--- src/rtl/event_encoder_8x3.sv ---
// Sequential 8-to-3 event encoder: latches event pulses and streams their indices over valid/ready.
// Define ENCODER_ROUND_ROBIN_EN for round-robin selection; the default is fixed lowest-index priority.
module event_encoder_8x3 #(
   parameter int SIZE_IN  = 8,
   parameter int SIZE_OUT = 3
) (
   input  logic                clk,
   input  logic                rst_n,
   input  logic [SIZE_IN-1:0]  in,
   output logic [SIZE_OUT-1:0] out,
   output logic                out_valid,
   input  logic                out_ready,
   output logic [SIZE_IN-1:0]  pending,
   output logic                merged
);

   typedef enum logic {IDLE = 1'b0, PRESENT = 1'b1} state_t;

   state_t              state_r;
   logic [SIZE_OUT-1:0] out_r;
   logic                out_valid_r;
   logic [SIZE_IN-1:0]  pending_r;
   logic                merged_r;

   logic                hs_s;
   logic [SIZE_IN-1:0]  out_onehot_s;
   logic [SIZE_IN-1:0]  clr_s;
   logic [SIZE_IN-1:0]  pending_next_s;
   logic [SIZE_IN-1:0]  remain_s;
   logic                merge_hit_s;
   logic [SIZE_OUT-1:0] sel_s;

`ifdef ENCODER_ROUND_ROBIN_EN
   logic [SIZE_OUT-1:0] rr_r;
   logic [SIZE_OUT-1:0] rr_eff_s;

   // First set bit at or after (last+1), wrapping around the event vector.
   function automatic logic [SIZE_OUT-1:0] sel_rr(input logic [SIZE_IN-1:0] v,
                                                  input logic [SIZE_OUT-1:0] last);
      logic [SIZE_OUT-1:0] r;
      logic                found;
      int                  idx;
      r     = {SIZE_OUT{1'b0}};
      found = 1'b0;
      for (int i = 1; i <= SIZE_IN; i++) begin
         idx   = (int'(last) + i) % SIZE_IN;
         r     = (!found && v[idx]) ? SIZE_OUT'(idx) : r;
         found = found | v[idx];
      end
      return r;
   endfunction
`else
   function automatic logic [SIZE_OUT-1:0] sel_fixed(input logic [SIZE_IN-1:0] v);
      logic [SIZE_OUT-1:0] r;
      r = {SIZE_OUT{1'b0}};
      for (int i = SIZE_IN - 1; i >= 0; i--) begin
         r = v[i] ? SIZE_OUT'(i) : r;
      end
      return r;
   endfunction
`endif

   // Next-state terms: clear on handshake, set from in (set wins), merge detection, selection.
   always_comb begin
      out_onehot_s        = {SIZE_IN{1'b0}};
      out_onehot_s[out_r] = 1'b1;
      hs_s                = out_valid_r & out_ready;
      clr_s               = hs_s ? out_onehot_s : {SIZE_IN{1'b0}};
      pending_next_s      = (pending_r & ~clr_s) | in;
      remain_s            = (pending_next_s & ~out_onehot_s) | (in & out_onehot_s);
      merge_hit_s         = |(in & pending_r & ~clr_s);
`ifdef ENCODER_ROUND_ROBIN_EN
      // The search after a handshake starts just past the index being retired.
      rr_eff_s            = hs_s ? out_r : rr_r;
      sel_s               = sel_rr(pending_next_s, rr_eff_s);
`else
      sel_s               = sel_fixed(pending_next_s);
`endif
   end

   // Pending register, sticky merge flag and the IDLE/PRESENT presentation FSM.
   always_ff @(posedge clk) begin
      if (!rst_n) begin
         state_r     <= IDLE;
         out_r       <= {SIZE_OUT{1'b0}};
         out_valid_r <= 1'b0;
         pending_r   <= {SIZE_IN{1'b0}};
         merged_r    <= 1'b0;
`ifdef ENCODER_ROUND_ROBIN_EN
         rr_r        <= SIZE_OUT'(SIZE_IN - 1);
`endif
      end else begin
         pending_r <= pending_next_s;
         merged_r  <= merged_r | merge_hit_s;
`ifdef ENCODER_ROUND_ROBIN_EN
         rr_r      <= rr_eff_s;
`endif
         case (state_r)
            IDLE: begin
               if (|pending_next_s) begin
                  out_r       <= sel_s;
                  out_valid_r <= 1'b1;
                  state_r     <= PRESENT;
               end else begin
                  out_valid_r <= 1'b0;
               end
            end
            PRESENT: begin
               // Without out_ready the presented index is frozen, even if lower events arrive.
               if (out_ready) begin
                  if (|remain_s) begin
                     out_r <= sel_s;
                  end else begin
                     out_valid_r <= 1'b0;
                     state_r     <= IDLE;
                  end
               end else begin
                  out_valid_r <= 1'b1;
               end
            end
            default: begin
               out_valid_r <= 1'b0;
               state_r     <= IDLE;
            end
         endcase
      end
   end

   assign out       = out_r;
   assign out_valid = out_valid_r;
   assign pending   = pending_r;
   assign merged    = merged_r;

endmodule

--- config.mk ---
export PLATFORM = sky130hd
export DESIGN_NAME = event_encoder_8x3
export DESIGN_NICKNAME = d
export VERILOG_FILES = /design/src/rtl/event_encoder_8x3.sv
export SDC_FILE = /design/constraint.sdc
export NUM_CORES = 1
export LEC_CHECK = 0
export ABC_CLOCK_PERIOD_IN_PS = 2100
export CAP_MARGIN = 40
export CORE_MARGIN = 2
export CORE_UTILIZATION = 39
export CTS_CLUSTER_SIZE = 24
export DETAILED_ROUTE_END_ITERATION = 10
export GPL_TIMING_DRIVEN = 0
export HOLD_SLACK_MARGIN = 0.02
export PLACE_DENSITY = 0.75
export SKIP_CTS_REPAIR_TIMING = 1
export SYNTH_ARGS = -nofsm -noshare
export SYNTH_HDL_FRONTEND = slang
export SYNTH_SLANG_ARGS = --single-unit
export TNS_END_PERCENT = 50
--- constraint.sdc ---
create_clock -name clk -period 2.1 [get_ports clk]
set_clock_uncertainty 0.15 [all_clocks]
set_input_delay 0.42 -clock clk [delete_from_list [all_inputs] [get_ports clk]]
set_output_delay 0.42 -clock clk [all_outputs]
set_load 0.005 [all_outputs]
==> results.cfg, run 1 <==
[synthesis]
synth_seq_cells = 14
yosysTopAreaCell = dfxtp_1
syn_avg_cell_area_um2 = 8.61
synth.distinct_cells = 46
syn_area_um2 = 973
syn_inst = 113
synth_nets = 124
synth_edf_count = 0
synth_area_leaders = dfxtp_1 29%, o211ai_1 4.6%, and2_1 3.9%, or2_2 3.9%, o31a_1 3.6%
ys_warn_count = 0
async_flop_share_pct = 0
synth_top_area_share_pct = 28.8
synthFlopType = dfxtp_1
seq_area_frac_synth_pct = 28.8

[die]
rows = 18
io_pins = 24
start_util_pct = 40.4
fp.coreArea_um2 = 2410
die_w_um = 54.0
die_h_um = 54.0
die_area_um2 = 2910

[power_and_ir_drop]
p_total_uw = 694
p_per_area_nw_per_um2 = 523
leakage_uw = 0.000506
irDropWorstVdd_v = 0.000358

[layout]
num-fill-cells = 234
synthToLayoutAreaGrowth_pct = 36.4
final_nets = 154
drive_gt1_share_pct = 27.5
final_cell_mix = 19 x clkdlybuf4s50_1, 11 x dfxtp_1, 9 x nand2_1
num_antenna_cells = 0
utilization_pct = 55.1
final_common_cell = clkdlybuf4s50_1

[sta]
setup_tns_ps = -219
tightest_slew_ps = 370
period_minus_slack_ps = 2210
fmax_mhz = 453
timing_hold_violations_final = 0
setup_viol = 4
hold_ws_ps = 341
slew_violations = 0
slew_headroom_pct = 75.4
worst_slack_ps = -107
period_share_pct = 105
grt_setup_unrepaired = yes

[critical_path]
critPathLaunchType = primary input
path_max_fanout = 4
cp_slowest_cell = clkdlybuf4s50_1
critPathArrivalTime_ps = 2280
path_delay_family = compound AO/OA/AOI/OAI gates
crit_chain = clkdlybuf4s50_1, nor4_2, nand4_1, o311ai_2, a21boi_2, mux2i_1
cp-end-kind = flop
path_class = primary input to flop
ff2ff_setup_slack_ps = -100
critical_path_required_ps = 2170
worst-path-buf-inv = 1
slowest_delay_ps = 480

[route]
wl_per_cell_um = 16.0
vias = 1047
dr.first_iter.drc_count = 50
remaining_drc_errors = 0
totalWireLength_um = 2750
viasPerCell = 6.09
antenna_left = 0
drtPass1Iterations = 4

[cts]
cts_tree = built
root_buffer = clkbuf_4
clockBufferDepth = 2
cts_made_buffers = 3
clock_latency_ps = 290
cts-htree-levels = 1
path_clk_slew_ps = 90
clkSinkCount = 14

[job]
cap_violations = 0

[status]
status = complete, but fails checks
violations = negative setup slack

[grt]
track_usage_pct = 21.4
overflow = 0
grt_pass1_wl_um = 4480
antenna_found_initial = 0
grt_pass1_vias = 987
grt_max_degree = 11

[placed_design]
dp_hpwl_um = 2110
place_ws_ps = -764
io_buffers = 23
place.gp.congestion = 0.830

[min_path]
hp-class = primary input to flop
[report_power, final]
group	internal (uW)	switching, uW	leakage (uW)	total (uW)
sequential	284	22.3	0.000118	306
clock	106	94.9	0.0000210	201
combinational	104	83.8	0.000367	188
[flip-flops by register name, summed over array words and instances, names as in the netlist]
register	count
pending	8
out	3
merged	1
out_valid	1
state_r	1
[worst register-to-register path: stages, from the launching register on]
cell	delay [ps]
dfxtp_2	350
or3b_4	420
o31a_1	290
nor4_4	320
nand4_2	170
a21boi_2	220
mux2i_1	200
[cells in the mapped netlist (2+ instances only)]
cell type  count
dfxtp_1       14
nand2_1        9
and2_1         6
o211ai_1       6
or2_2          6
a21oi_1        5
nor2_1         5
nand3b_1       4
o31a_1         4
nand4_1        3
o311ai_0       3
or3_1          3
a211oi_1       2
buf_6          2
clkbuf_1       2
inv_1          2
mux2i_1        2
nand3_1        2
nor4_1         2
o21a_1         2
o21ai_0        2
o22ai_1        2
o31a_2         2
[through the flow]
step                std cells  area, um^2
finish                    172        1330
global route              172        1330
CTS                       170        1280
detailed placement        166        1240
global placement          166        1240
floorplan                 113         973
[final timing paths]
kind,to,startpoint,cells past startpoint
worst max register to register,out[1],out[1],6
worst min-delay path,out_valid,out_ready,3
worst max-delay path,out[1],in[5],6
worst min register to register,merged,merged,1
[layer usage]
metal  vias up  track usage [%]  routed length (um)
met5         -                0                   0
met2        48             37.2                1410
met1       503             26.6                1150
met3         5             2.78                 163
li1        491                -                   -
met4         0             8.12                  33
[cell families after synthesis]
logic type,synth area share [%]
muxes,3.21
DFF,28.8
and+or+nand+nor,33.0
buffers and inverters,5.14
AOI/OAI and AO/OA,29.8
[layout make-up]
class	instances	area, um^2	area share [%]
inverters	2	7.51	0.566
multi-input cells	91	671	50.5
repair buffers	25	248	18.7
plain buffers	6	43.8	3.30
flip-flops and latches	14	284	21.4
well taps	30	37.5	2.83
clock buffers	4	36.3	2.73
Power figures use the tool's default switching activity.
==> run 2: changes to the inputs <==
--- a/config.mk
+++ b/config.mk
@@ -7,6 +7,7 @@
 export LEC_CHECK = 0
 export ABC_CLOCK_PERIOD_IN_PS = 2100
 export CAP_MARGIN = 40
+export CORE_ASPECT_RATIO = 0.75
 export CORE_MARGIN = 2
 export CORE_UTILIZATION = 39
 export CTS_CLUSTER_SIZE = 24
==> run 2 against run 1 <==
Against the previous run:
- the flow still finishes with violations (negative setup slack)
- via count grew 0.19%
- sequential cell count is the same
- combinational power grew 3%
- routed wire length grew 0.87%
- clock power is essentially flat
- critical endpoint unchanged
- largest cell class unchanged
==> results.cfg, run 2 (synthesized netlist as in run 1, its figures left out) <==
[status]
status = complete, but fails checks
violations = negative setup slack

[cts]
clkSinkCount = 14
cts_made_buffers = 3
path_clk_slew_ps = 90
clockBufferDepth = 2
clock_latency_ps = 290
cts_tree = built
cts-htree-levels = 1
root_buffer = clkbuf_4

[route]
dr.first_iter.drc_count = 49
antenna_left = 0
remaining_drc_errors = 0
totalWireLength_um = 2780
vias = 1049
drtPass1Iterations = 4
wl_per_cell_um = 15.8
viasPerCell = 5.96

[critical_path]
cp-end-kind = flop
crit_chain = clkdlybuf4s50_1, or2_2, o31a_4, nor4_4, nand4_2, a21boi_2, mux2i_1
critical_path_required_ps = 2170
path_delay_family = simple AND/OR/NAND/NOR gates
worst-path-buf-inv = 1
slowest_delay_ps = 500
path_max_fanout = 4
critPathLaunchType = primary input
cp_slowest_cell = clkdlybuf4s50_1
path_class = primary input to flop
critPathArrivalTime_ps = 2320

[die]
fp.coreArea_um2 = 2330
die_area_um2 = 2920
die_w_um = 61.7
io_pins = 24
die_h_um = 47.3
rows = 15
start_util_pct = 41.8

[grt]
track_usage_pct = 20.3
grt_max_degree = 11
overflow = 0
grt_pass1_vias = 914
grt_pass1_wl_um = 4280
antenna_found_initial = 0

[sta]
grt_setup_unrepaired = yes
slew_headroom_pct = 71.7
timing_hold_violations_final = 0
slew_violations = 0
period_minus_slack_ps = 2250
period_share_pct = 107
setup_tns_ps = -425
fmax_mhz = 444
worst_slack_ps = -152
setup_viol = 5
tightest_slew_ps = 425

[min_path]
hp-class = flop to flop

[placed_design]
dp_hpwl_um = 2010
io_buffers = 23
place.gp.congestion = 0.874

[job]
cap_violations = 0

[layout]
utilization_pct = 57.7
synthToLayoutAreaGrowth_pct = 38.0
largest_register_ffs = 8
final_common_cell = clkdlybuf4s50_1
num_antenna_cells = 0
final_nets = 154
final_cell_mix = 21 x clkdlybuf4s50_1, 11 x dfxtp_1, 9 x nand2_1
drive_gt1_share_pct = 28.2

[power_and_ir_drop]
p_total_uw = 699
leakage_uw = 0.000491
p_per_area_nw_per_um2 = 520
irDropWorstVdd_v = 0.000299
## run 2: changes by cell type in the layout (fill, tap and decap cells not counted)
cell / before / now
clkdlybuf4s50_1: 19 / 21
dlymetal6s2s_1: 3 / 1
buf_2: 2 / 1
clkbuf_2: 1 / 2
nor4_1: 1 / 0
nor4_2: 1 / 2
o311ai_0: 1 / 2
o311ai_1: 1 / 0
o311ai_2: 1 / 0
o311ai_4: 0 / 1
## run 2: final timing paths
path / start / slack (ps) / endpoint / depth (start not counted)
worst max register to register: out[1] / -100 / out[1] / 6
worst min register to register: merged / 350 / merged / 1
worst max-delay path: in[3] / -150 / out[1] / 7
worst min-delay path: merged / 350 / merged / 1
## run 2: layer usage
layer	GRT usage [%]	wire, um	up-vias
met2	30.9	1230	47
li1	-	-	491
met5	0	0	-
met3	5.79	205	9
met1	27.9	1280	502
met4	5.96	56	0
## run 2: stage by stage
| step | cell area (um^2) | hold slack, ps | std cells | setup WS (ps) |
|---|---|---|---|---|
| after global routing | 1340 | 374 | 176 | -197 |
| after CTS | 1280 | 361 | 174 | -463 |
| after detailed placement | 1250 | 339 | 170 | -755 |
| final | 1340 | 350 | 176 | -152 |
| after floorplan | 973 | 337 | 113 | 38.6 |
| after global placement | 1250 | 328 | 170 | -757 |
## run 2: cell type report
cell class / count / area [um^2]
fillers: 222 / 983
multi-input cells: 91 / 687
flip-flops and latches: 14 / 284
repair buffers: 25 / 243
plain buffers: 6 / 43.8
well taps: 34 / 42.5
clock buffers: 4 / 36.3
inverters: 2 / 7.51
## run 2: worst register-to-register path, cell delays in order, from the launching register on
cell and delay (ps):
dfxtp_2 350, or3b_4 420, o31a_1 290, nor4_4 320
nand4_2 160, a21boi_2 230, mux2i_1 200
## run 2: power by group
| part | leakage, uW | total [uW] | switching [uW] | internal, uW |
|---|---|---|---|---|
| clock network | 0.0000210 | 202 | 96.2 | 106 |
| registers | 0.000118 | 305 | 21.2 | 284 |
| logic | 0.000352 | 193 | 87.8 | 105 |
| total | 0.000491 | 699 | 205 | 494 |
